<file path="config.mk">
export PLATFORM = sky130hd
export DESIGN_NAME = ifetch_stage
export DESIGN_NICKNAME = d
export VERILOG_FILES = /design/src/rtl/ifetch_stage.sv
export SDC_FILE = /design/constraint.sdc
export NUM_CORES = 1
export LEC_CHECK = 0
export BUFFER_PORTS_ARGS = -buffer_cell sky130_fd_sc_hd__buf_4
export CAP_MARGIN = 20
export CORE_AREA = 2 2 98 100
export DETAILED_ROUTE_END_ITERATION = 6
export DIE_AREA = 0 0 100 102
export MAX_ROUTING_LAYER = met4
export PLACE_DENSITY = 0.83
export SLEW_MARGIN = 10
export SYNTH_ARGS = -nofsm -noshare
export SYNTH_HDL_FRONTEND = slang
export SYNTH_SLANG_ARGS = --single-unit
</file>
<file path="constraint.sdc">
create_clock -name Clock -period 7.3 [get_ports Clock]
set_clock_uncertainty 0.1 [all_clocks]
set_input_delay 0.73 -clock Clock [delete_from_list [all_inputs] [get_ports Clock]]
set_output_delay 0.73 -clock Clock [all_outputs]
set_load 0.005 [all_outputs]
</file>
<file path="src/rtl/ifetch_stage.sv">
// Instruction-fetch stage: PC register, instruction-memory request handshake and IF/ID register.
// Define IFETCH_BUF_EN to keep fetching during a stall through a one-entry buffer, so no bubble follows the stall.
module ifetch_stage #(
  parameter int ADDR_W = 32,
  parameter int INSTR_W = 32,
  parameter logic [ADDR_W-1:0] RESET_PC = 32'h0000_0000
) (
  input  logic               Clock,
  input  logic               Reset_,
  input  logic               Stall,
  input  logic               BranchTaken,
  input  logic [ADDR_W-1:0]  BranchTarget,
  output logic               IMemReq,
  output logic [ADDR_W-1:0]  IMemAddr,
  input  logic               IMemReady,
  input  logic [INSTR_W-1:0] IMemData,
  output logic [INSTR_W-1:0] Instr,
  output logic [ADDR_W-1:0]  PC4_ID,
  output logic               InstrValid,
  output logic               IFLUSH
);

  typedef enum logic [1:0] {S_BOOT, S_FETCH, S_HOLD} fetch_state_e;

  localparam logic [ADDR_W-1:0] FOUR = ADDR_W'(4);

  fetch_state_e state, next_state;
  logic [ADDR_W-1:0] pc;
  logic [ADDR_W-1:0] pc_plus4;
  logic load_fetch;
  logic load_bubble;
  logic pc_advance;
`ifdef IFETCH_BUF_EN
  logic buf_capture;
  logic buf_release;
  logic [INSTR_W-1:0] buf_instr;
  logic [ADDR_W-1:0]  buf_pc4;
`endif

  assign pc_plus4 = pc + FOUR;
  assign IMemAddr = pc;

  always_ff @(posedge Clock or negedge Reset_) begin
    if (!Reset_) state <= S_BOOT;
    else         state <= next_state;
  end

  always_comb begin
    next_state  = state;
    IMemReq     = 1'b0;
    load_fetch  = 1'b0;
    load_bubble = 1'b0;
    pc_advance  = 1'b0;
`ifdef IFETCH_BUF_EN
    buf_capture = 1'b0;
    buf_release = 1'b0;
`endif
    unique case (state)
      S_BOOT: next_state = S_FETCH;
      S_FETCH: begin
`ifdef IFETCH_BUF_EN
        IMemReq = 1'b1;
        if (Stall && IMemReady) begin
          buf_capture = 1'b1;
          pc_advance  = 1'b1;
          next_state  = S_HOLD;
        end
`else
        IMemReq = !Stall;
`endif
        if (!Stall) begin
          if (IMemReady) begin
            load_fetch = 1'b1;
            pc_advance = 1'b1;
          end else begin
            load_bubble = 1'b1;
          end
        end
      end
      S_HOLD: begin
`ifdef IFETCH_BUF_EN
        if (!Stall) begin
          buf_release = 1'b1;
          next_state  = S_FETCH;
        end
`else
        next_state = S_FETCH;
`endif
      end
      default: next_state = S_BOOT;
    endcase
    // A redirect cancels everything in flight, including a pending buffer load.
    if (BranchTaken) begin
      next_state  = S_FETCH;
      load_fetch  = 1'b0;
      load_bubble = 1'b0;
      pc_advance  = 1'b0;
`ifdef IFETCH_BUF_EN
      buf_capture = 1'b0;
      buf_release = 1'b0;
`endif
    end
  end

  always_ff @(posedge Clock or negedge Reset_) begin
    if (!Reset_) begin
      pc         <= RESET_PC;
      Instr      <= '0;
      PC4_ID     <= '0;
      InstrValid <= 1'b0;
      IFLUSH     <= 1'b0;
    end else if (BranchTaken) begin
      pc         <= BranchTarget;
      Instr      <= '0;
      PC4_ID     <= '0;
      InstrValid <= 1'b0;
      IFLUSH     <= 1'b1;
    end else begin
      IFLUSH <= 1'b0;
      if (pc_advance) pc <= pc_plus4;
      if (load_fetch) begin
        Instr      <= IMemData;
        PC4_ID     <= pc_plus4;
        InstrValid <= 1'b1;
      end else if (load_bubble) begin
        Instr      <= '0;
        InstrValid <= 1'b0;
      end
`ifdef IFETCH_BUF_EN
      else if (buf_release) begin
        Instr      <= buf_instr;
        PC4_ID     <= buf_pc4;
        InstrValid <= 1'b1;
      end
`endif
    end
  end

`ifdef IFETCH_BUF_EN
  always_ff @(posedge Clock or negedge Reset_) begin
    if (!Reset_) begin
      buf_instr <= '0;
      buf_pc4   <= '0;
    end else if (buf_capture) begin
      buf_instr <= IMemData;
      buf_pc4   <= pc_plus4;
    end
  end
`endif

endmodule
</file>
Yosys cells after proc, flatten, opt, wreduce, memory -nomap -nowiden
Cells that the tools add are included.
- muxes and demuxes: 21
- eq/ne operators: 3
- reductions and logical operators: 5
- add/sub/neg operators: 1
- operators with widths (operator ; count):
    32-bit two-way mux ; 6
    32-bit by 3-bit adder with 32-bit output, second input constant ; 1
    1-bit two-way mux ; 13
    2-bit one-hot mux with 2 select lines ; 1
    3-bit nonzero test ; 1
    2-bit by 1-bit equality test with 1-bit output, second input constant ; 1
    2-bit equality test, second input constant ; 1
    2-bit logical NOT ; 1
    2-bit two-way mux ; 1
    2-bit inequality test, second input constant ; 1
    2-bit nonzero test ; 1
    2-bit OR reduction ; 1
    1-bit logical NOT ; 1
- output and inout port bits: 99
- input port bits: 69
- word-level logic and storage cells: 36
- register bits after elaboration: 100

Longest topological paths before layout
- depth in word-level cells: 7
- gate-level depth with buffers: 7
- depth with buffers taken out: 5

Least setup slack after synthesis
OpenSTA, ideal clock, no wires.
- path type: reg2reg
- start point: register pc[2] (netlist: IMemAddr[2])
- end point: register PC4_ID[22]
- required time: 7118 ps
- clock period less this slack: 2336 ps
- arrival time: 2155 ps
- stages on the path, launching flop included: 7
- slack: 4964 ps
- cells stage by stage: dfrtp_1 -> ha_1 -> nand3_4 -> or4_4 -> buf_6 -> or4_1 -> a31oi_1
- longest elaborated chain between the ends: 3
- ends and longest elaborated chain (element ; line ; source):
    start: declaration ; 28 ; logic [ADDR_W-1:0] pc;
    start signal: assignment ; 113 ; pc <= BranchTarget;
    start signal: assignment ; 120 ; if (pc_advance) pc <= pc_plus4;
    32-bit by 3-bit adder with 32-bit output ; 40 ; assign pc_plus4 = pc + FOUR;
    32-bit two-way mux ; 121 ; if (load_fetch) begin
    32-bit two-way mux ; 112 ; end else if (BranchTaken) begin
    end signal: assignment ; 123 ; PC4_ID <= pc_plus4;
    end: declaration ; 18 ; output logic [ADDR_W-1:0] PC4_ID,
Every way passes these cells. The select of a mux whose other input is x is not followed.
A chain may end at the register's enable or synchronous reset.

Worst setup path after layout
- start point: input port Stall
- end point: register pc[24] (netlist: IMemAddr[24])
- longest elaborated chain between the ends: 4
- ends and longest elaborated chain (element ; line ; source):
    start: declaration ; 10 ; input logic Stall,
    1-bit two-way mux ; 71 ; if (!Stall) begin
    1-bit two-way mux ; 58 ; unique case (state)
    1-bit two-way mux ; 93 ; if (BranchTaken) begin
    2-bit nonzero test (no line) ; -- ;
Every way passes these cells.

==> reports/results.txt <==
Layout area overhead: 30.8%
Initial DRC count: 338
GRT overflow: 0
Buffers on Ports: 167
Hold Crit Class: input port to asynchronous set/reset pin
Via/cell ratio: 6.18
Run status: finished clean
Crit-path slowest cell: nand3b_1
CP Data Required Time: 7.46 ns
RSZ-0062 raised after global routing: false
Peak VDD IR: 0.116 mV
Max Used Layer: met4
Pwr Density: 186 nW/um2
Slowest cell delay on critical path: 0.80 ns
Post-synthesis register bit count: 99
Max Cap Viol: 0
Routability congestion estimate: 0.839
Register area share after synthesis: 51.7%
WL per Instance: 18.6 um
Vias in the first global route: 4367
Met1 Wirelength: 5600 um
Post-route minimum period: 2.84 ns
Worst-path clk slew: 0.10 ns
Post-synth EDFFs: 0
# resized after CTS: 0
Clock sinks: 99
Worst-path maximum fanout: 26
Crit start category: input port
# Post-CTS Setup Buffers: 0
Lkg Pwr: 2.80 nW
Routed wire length: 13700 um
Syn_area_per_cell: 10.1 um2
Num CTS Buffers: 9
WL met2: 6850 um
Die W: 100 um
Slew headroom: 27.8%
Main synth FF type: dfrtp_1
Largest cells by area after synthesis: dfrtp_1 52%, a22o_1 6.0%, or4_1 4.7%
Initial Util: 52.6%
Worst Tran Pin Value: 1.08 ns
Synth Warn #: 0
Root Driver: clkbuf_8
Total Routing Usage GR: 27.8%
H-Tree Depth: 3
Fmax: 352 MHz
Max clock buf depth: 2
Syn nets: 546
Layout cell share with drive strength beyond 1: 31.9%
Layout Nets: 690
Final core area utilization: 68.7%
Synthesized area: 4790 um2
Largest net degree at the start of global routing: 67
Synth top area share: 51.7%
Die Y: 102 um
First-pass GRT wire length: 21700 um
ANT nets after route: 0
DRC: 0
Hold_buf cts: 0
CP endpoint kind: register
Num ports: 168
Top-count cell post-synth: dfrtp_1
Met3 wire length: 955 um
Total power: 0.00117 W
Final setup violating endpoints: 0
Crit path kind: input port to register
Critical path arrival: 3.00 ns
Post-synth cell types: 44
Fin crit share: 38.9%
Crit-path cells: buf_4 -> nand3b_1 -> or4_1 -> or2_2 -> a221o_1
Setup TNS: 0 ns
Async SR Flop Fraction: 100%
Final hold vios: 0
Die Area: 10200 um2
CTS tree: done
Final Slew Violations: 0
Commonest cells in the netlist: 99 x dfrtp_1, 41 x o21ai_0, 34 x nand2_1
HPWL after detailed placement: 9340 um
DRT Pass-1 Iters: 7
Core Region: 9110 um2
ANT cells: 0
Cells after Synth: 476
FP Rows: 35
Worst-skew pair later-pin latency: 0.37 ns
Area leader, netlist: dfrtp_1
Vias: 4542
Initial antenna violation count: 0
## flip-flops by register name, summed over array words and instances, names as in the netlist
register / cells
InstrValid: 1
PC4_ID: 32
state: 1
IMemAddr: 32
IFLUSH: 1
Instr: 32
## area by class of cell
class                           count  area (um2)
Timing Repair Buffer              172        1310
Multi-Input combinational cell    335        2140
Clock buffer                        9         124
Fill cell                         732        2850
Inverter                            3        11.3
Tap cell                          111         139
Sequential cell                    99        2480
Clock inverter                      6        65.1
## routing by layer
| metal | global-route usage (%) | vias up |
|---|---|---|
| met5 | - | - |
| met1 | 36.6 | 2180 |
| met3 | 5.13 | 26 |
| li1 | - | 2108 |
| met2 | 43.7 | 228 |
| met4 | 9.80 | 0 |
## cells in the final DEF (no fill, tap or decap), drive strengths merged, types with 8 or more instances in the layout
cell and count:
a21oi 8, a22o 33, a31oi 30, buf 172, clkbuf 9, dfrtp 99
nand2 34, nand3 13, nand4 12, nor2 31, o21ai 41, o31ai 21
or3 16, or4 32, xnor2 14
## kinds of logic (layout without fill, tap and decap cells)
group | count (synthesis) | after routing | share of synthesized area, %
buffers and inverters | 42 | 190 | 3.74
XOR/XNOR | 18 | 18 | 3.29
AO/OA/AOI/OAI | 149 | 149 | 21.1
flip-flops | 99 | 99 | 51.7
adder cells (fa/ha/maj) | 1 | 1 | 0.261
other | 1 | 1 | 0.0783
multiplexers | 2 | 2 | 0.470
AND/OR/NAND/NOR | 164 | 164 | 19.3
## critical path: cells and delay by family
family	cells	cell delay, ns
AOI/OAI and AO/OA	1	0.29
buffers and inverters	1	0.12
and+or+nand+nor	3	1.87
## report_power, final
part	leakage, nW	switching (W)	total [W]	internal (W)
combinational	1.42	0.0000892	0.000186	0.0000972
clock	0.0955	0.000197	0.000354	0.000157
sequential	1.28	0.0000457	0.000624	0.000579
total	2.80	0.000332	0.00117	0.000833
## per-stage QoR
stage | hold WS, ns | setup slack (ns) | cells | instance area [um2]
floorplan | 0.334 | 4.96 | 476 | 4790
global placement | 0.385 | 4.07 | 718 | 6040
detailed placement | 0.380 | 4.08 | 720 | 6070
CTS | 0.250 | 4.46 | 735 | 6260
global route | 0.261 | 4.33 | 735 | 6260
finish | 0.230 | 4.46 | 735 | 6260
## final timing paths
| kind | from | to | slack [ns] | cells past startpoint |
|---|---|---|---|---|
| min reg2reg | InstrValid$_DFFE_PN0P_ | InstrValid$_DFFE_PN0P_ | 0.40 | 1 |
| max in group asynchronous | Reset_ | Instr[9]$_DFFE_PN0P_ | 5.72 | 2 |
| max | Stall | IMemAddr[24]$_DFFE_PN0P_ | 4.46 | 5 |
| max reg2reg | state[0]$_DFFE_PN0P_ | IMemAddr[24]$_DFFE_PN0P_ | 4.59 | 4 |
| min | Reset_ | PC4_ID[31]$_DFFE_PN0P_ | 0.23 | 1 |
| min in group Clock | InstrValid$_DFFE_PN0P_ | InstrValid$_DFFE_PN0P_ | 0.40 | 1 |
Power figures use the tool's default switching activity.
